===== src/rtl/anim_pkg.sv =====
// Shared constants for the sprite animation clock generator: channel indices and default divisors.
package anim_pkg;

  localparam int NUM_CH_DEF   = 4;
  localparam int DIV_W_DEF    = 6;
  localparam int PRESCALE_DEF = 416667;

  localparam int CH_COIN   = 0;
  localparam int CH_QBLOCK = 1;
  localparam int CH_WALK   = 2;
  localparam int CH_ENEMY  = 3;

  localparam int DIV_COIN   = 8;
  localparam int DIV_QBLOCK = 16;
  localparam int DIV_WALK   = 4;
  localparam int DIV_ENEMY  = 12;

  // Packs the default divisors into the layout expected on the div port.
  function automatic logic [NUM_CH_DEF*DIV_W_DEF-1:0] default_div();
    logic [NUM_CH_DEF*DIV_W_DEF-1:0] d;
    d = '0;
    d[CH_COIN*DIV_W_DEF   +: DIV_W_DEF] = DIV_W_DEF'(DIV_COIN);
    d[CH_QBLOCK*DIV_W_DEF +: DIV_W_DEF] = DIV_W_DEF'(DIV_QBLOCK);
    d[CH_WALK*DIV_W_DEF   +: DIV_W_DEF] = DIV_W_DEF'(DIV_WALK);
    d[CH_ENEMY*DIV_W_DEF  +: DIV_W_DEF] = DIV_W_DEF'(DIV_ENEMY);
    return d;
  endfunction

endpackage


===== src/rtl/anim_channel.sv =====
// One animation channel: counts frame ticks and flips its square wave every div frames.
module anim_channel
  import anim_pkg::*;
#(
  parameter int DIV_W = DIV_W_DEF
) (
  input  logic             clk,
  input  logic             rstn,
  input  logic             frame_tick,
  input  logic             pause,
  input  logic [DIV_W-1:0] div,
  output logic             toggle,
  output logic             pulse
);

  logic [DIV_W-1:0] cnt;

  always_ff @(posedge clk) begin
    if (!rstn) begin
      cnt    <= '0;
      toggle <= 1'b0;
      pulse  <= 1'b0;
    end else begin
      pulse <= 1'b0;
      if (div == '0) begin
        cnt <= '0;
      end else if (frame_tick && !pause) begin
        // >= rather than == so a divisor lowered mid-count still wraps on the next tick
        if (cnt >= div - DIV_W'(1)) begin
          cnt    <= '0;
          toggle <= ~toggle;
          pulse  <= 1'b1;
        end else begin
          cnt <= cnt + DIV_W'(1);
        end
      end
    end
  end

endmodule


===== src/rtl/anim_clock_gen.sv =====
// Frame-tick source plus NUM_CH independent sprite animation channels.
// Define ANIM_VSYNC_SYNC_EN to tick on vsync rising edges; otherwise a free-running prescaler ticks.
module anim_clock_gen
  import anim_pkg::*;
#(
  parameter int NUM_CH   = NUM_CH_DEF,
  parameter int DIV_W    = DIV_W_DEF,
  parameter int PRESCALE = PRESCALE_DEF
) (
  input  logic                    clk,
  input  logic                    rstn,
  input  logic                    vsync,
  input  logic                    pause,
  input  logic [NUM_CH*DIV_W-1:0] div,
  output logic [NUM_CH-1:0]       anim_toggle,
  output logic [NUM_CH-1:0]       anim_pulse,
  output logic [15:0]             frame_cnt
);

  logic vsync_q;
  logic frame_tick;

  // Resets high so a vsync already asserted when reset lifts is not seen as an edge.
  always_ff @(posedge clk) begin
    if (!rstn) vsync_q <= 1'b1;
    else       vsync_q <= vsync;
  end

`ifdef ANIM_VSYNC_SYNC_EN
  assign frame_tick = vsync & ~vsync_q;
`else
  localparam int PS_W = (PRESCALE > 1) ? $clog2(PRESCALE) : 1;

  logic [PS_W-1:0] prescaler;
  logic            unused_vsync_q;

  assign unused_vsync_q = vsync_q;
  assign frame_tick     = (prescaler == PS_W'(PRESCALE - 1));

  always_ff @(posedge clk) begin
    if (!rstn)           prescaler <= '0;
    else if (frame_tick) prescaler <= '0;
    else                 prescaler <= prescaler + PS_W'(1);
  end
`endif

  always_ff @(posedge clk) begin
    if (!rstn)           frame_cnt <= '0;
    else if (frame_tick) frame_cnt <= frame_cnt + 16'd1;
  end

  for (genvar k = 0; k < NUM_CH; k++) begin : g_ch
    anim_channel #(
      .DIV_W(DIV_W)
    ) u_ch (
      .clk       (clk),
      .rstn      (rstn),
      .frame_tick(frame_tick),
      .pause     (pause),
      .div       (div[k*DIV_W +: DIV_W]),
      .toggle    (anim_toggle[k]),
      .pulse     (anim_pulse[k])
    );
  end

endmodule


===== config.mk =====
export PLATFORM = sky130hd
export DESIGN_NAME = anim_clock_gen
export DESIGN_NICKNAME = d
export VERILOG_FILES = /design/src/rtl/anim_pkg.sv /design/src/rtl/anim_channel.sv /design/src/rtl/anim_clock_gen.sv
export SDC_FILE = /design/constraint.sdc
export NUM_CORES = 1
export LEC_CHECK = 0
export BUFFER_PORTS_ARGS = -buffer_cell sky130_fd_sc_hd__buf_2
export CORE_UTILIZATION = 53
export DETAILED_ROUTE_END_ITERATION = 10
export PLACE_DENSITY = 0.77
export SYNTH_ARGS = -nofsm -noshare
export SYNTH_HDL_FRONTEND = slang
export SYNTH_SLANG_ARGS = --single-unit

===== constraint.sdc =====
create_clock -name clk -period 4.9 [get_ports clk]
set_input_delay 0.245 -clock clk [delete_from_list [all_inputs] [get_ports clk]]
set_output_delay 0.245 -clock clk [all_outputs]
set_load 0.01 [all_outputs]

==> run metrics <==
Die ar. 8034 µm²; post-DP HPWL 6.024 mm; Die Height 89.63 µm; number of synthesized flops with an enable pin 0; GR Overflow Total 0; flops & latches, synth 67; n_diodes 0; post-layout util 0.6226; post-synth cell types 42; Initial Utilization 0.5552; Clock Skew 7.646 ps; Slowest Stage Delay on Critical Path 600 ps; RD Place Congestion 0.8031; fin nets 591; Vias 3569; crit path DAT 2650 ps; peak supply drop 0.0001140 V; Final Hold Viols 0; P_sw 0.0003190 W; Hold Crit Class input pin to flip-flop; grt met2 use 0.3657; met3 Use GR 0.03931; minimum clock period 2386 ps; Reg power frac 0.460; sw frac 0.2555; Avg WL per Cell 13.25 µm; CTS tree yes; RSZ-0062 raised after global routing false; Mapped Avg Cell Area 8.462 µm²; Worst slew margin 0.6066; slack of the worst reg-to-reg path 2510 ps; Setup Buffers After CTS 0; Boundary Pins 52; largest net degree at the start of global routing 29; async set-reset flop share out of synthesis 0; row count 31; CTS root buf clkbuf_8; clk slew on worst S/H paths 80 ps; antenna-violating nets left 0; TNS Setup 0 ps; synthesized cell area 4070 µm²; Chip Width 89.63 µm; P&R area growth vs syn 12.14%; worst r2r path cells 5; Worst setup EP type flip-flop; DR iter-0 viols 193; Crit path required time 5160 ps; crit path kind flip-flop to flip-flop; CP Cell Sequence or4b_4, nor2_4, nand3b_4, or4_1, a21oi_1; met1 Usage GRT 0.2695; Worst setup SP type flip-flop; Post-Synthesis Cells 481; Post-Route WL 8.318 mm; max_cap viols 0; ys flop type dfxtp_1; status completed; Clock Tree Buf Depth 2; fin crit share 0.4870; overall routing resource usage 0.2154; fin. max-slew vios 0; Slowest cell on crit path or4_1; Detailed Routing Iterations Pass 1 4; most frequent cells in the layout dfxtp_1, buf_2, a21oi_1; Finish-stage setup viols 0; Gate power share 0.122; htree depth 3; Vias per Instance 5.683; PD cells 273.5 nW/µm²; commonest non-fill, non-tap cell in the layout dfxtp_1; clock share of power 0.418; post-CTS sizing 0; P_int 0.0009293 W; first-pass GRT wire length 13.66 mm; global routing's busiest layer met2; share of cells above drive strength 1 0.1569; CP max FO 28; leakage power 1.847 nW; hold buffer count at cts 0; CTS Buf Count 9; clk sinks 67; syn_nets 548; Seq/Total Area, Yosys 0.3295; Slew @ Worst Pin 586.5 ps; detailed-route DRC error count 0; Port Buf Inserts 50; hold-critical path depth 2; core area 7331 µm²; initial antenna violation count 0; fmax 0.4191 GHz; synth warn 0; worst-skew pair later-pin latency 350 ps; vias in the first global route 3176
-- cells by family after synthesis --
| logic type | share of synthesized area |
|---|---|
| AOI/OAI and AO/OA | 0.1322 |
| xor gates and xnor gates | 0.08607 |
| adders and majority gates | 0.1199 |
| buffers and inverters | 0.05011 |
| DFF | 0.3295 |
| and+or+nand+nor | 0.2822 |
-- per-stage QoR --
step	instance area [µm²]	std cells	worst slack, ps	hold slack (ps)	power, W
final	4564	628	2514	237.9	0.001248
after global routing	4564	628	2356	249.8	0.001305
after CTS	4564	628	2505	232.6	0.001256
after detailed placement	4338	612	2422	456.0	0.0007375
after global placement	4338	612	2474	441.8	0.0007281
after floorplan	4070	481	2773	429.7	0.0006932
-- sequential cells by signal, indices dropped and copies added, names as in the netlist --
signal	cells
frame_cnt	16
g_ch.u_ch.cnt	24
g_ch.u_ch.pulse	4
g_ch.u_ch.toggle	4
prescaler	19
-- cell usage after synthesis (3+ instances only) --
master      n  area [µm²]
and2_1      3       18.77
dfxtp_1    67        1341
nand3_1    26       130.1
or4_1      19       142.6
o221ai_1    4       35.03
clkbuf_1    8       30.03
a2bb2oi_1  12       105.1
or3_1      11       68.82
xor2_1     22       192.7
a22oi_1     4       30.03
nor2_1     34       127.6
and3_1      3       18.77
o221a_2     4       45.04
nand3b_1    5       37.54
or2_2       5       31.28
nand2b_1    4       25.02
buf_4      10       75.07
nand4_1    14       87.58
a21oi_1    48       240.2
nor3_1     16       80.08
inv_1      21       78.83
xnor2_1    18       157.7
nand4b_1    6       52.55
o21ai_0     6       30.03
ha_1       39       488.0
o31ai_1     5       37.54
nor2b_1     4       25.02
nand2_1    46       172.7
-- worst paths after layout --
| kind | startpoint | endpoint |
|---|---|---|
| max | prescaler[2]$_SDFF_PP0_ | g_ch[0].u_ch.toggle$_SDFFE_PN0P_ |
| max reg2reg | prescaler[2]$_SDFF_PP0_ | g_ch[0].u_ch.toggle$_SDFFE_PN0P_ |
| min reg2reg | prescaler[0]$_SDFF_PP0_ | prescaler[0]$_SDFF_PP0_ |
| min | rstn | frame_cnt[11]$_SDFFE_PN0N_ |
-- metal layers --
metal / share of wire / vias to the layer above / wire, µm
met5: 0 / - / 0
met4: 0.019 / 0 / 159
met2: 0.47 / 85 / 3927
li1: - / 1827 / -
met3: 0.044 / 16 / 369
met1: 0.46 / 1641 / 3862
-- critical path: cells and delay by family (launching register included) --
family / cells / cell delay [ps]
AO/OA/AOI/OAI: 1 / 140
flip-flops: 1 / 370
AND/OR/NAND/NOR: 4 / 1790
-- area by class of cell --
cell class / instances / area (µm²)
multi-input combinational: 372 / 2525
sequential: 67 / 1341
fill: 661 / 2766
timing repair buffer: 52 / 265.3
clock buffer: 11 / 141.4
inverter: 22 / 82.58
tap: 99 / 123.9
clock inverter: 5 / 85.08
-- power groups by stage --
stage	combinational, W	sequential, W	clock [W]
after floorplan	0.000112	0.000582	0
after global placement	0.000143	0.000585	0
after detailed placement	0.000151	0.000586	0
after CTS	0.000153	0.000574	0.000530
after global routing	0.000175	0.000576	0.000554
final	0.000153	0.000574	0.000522
Power figures use the tool's default switching activity.
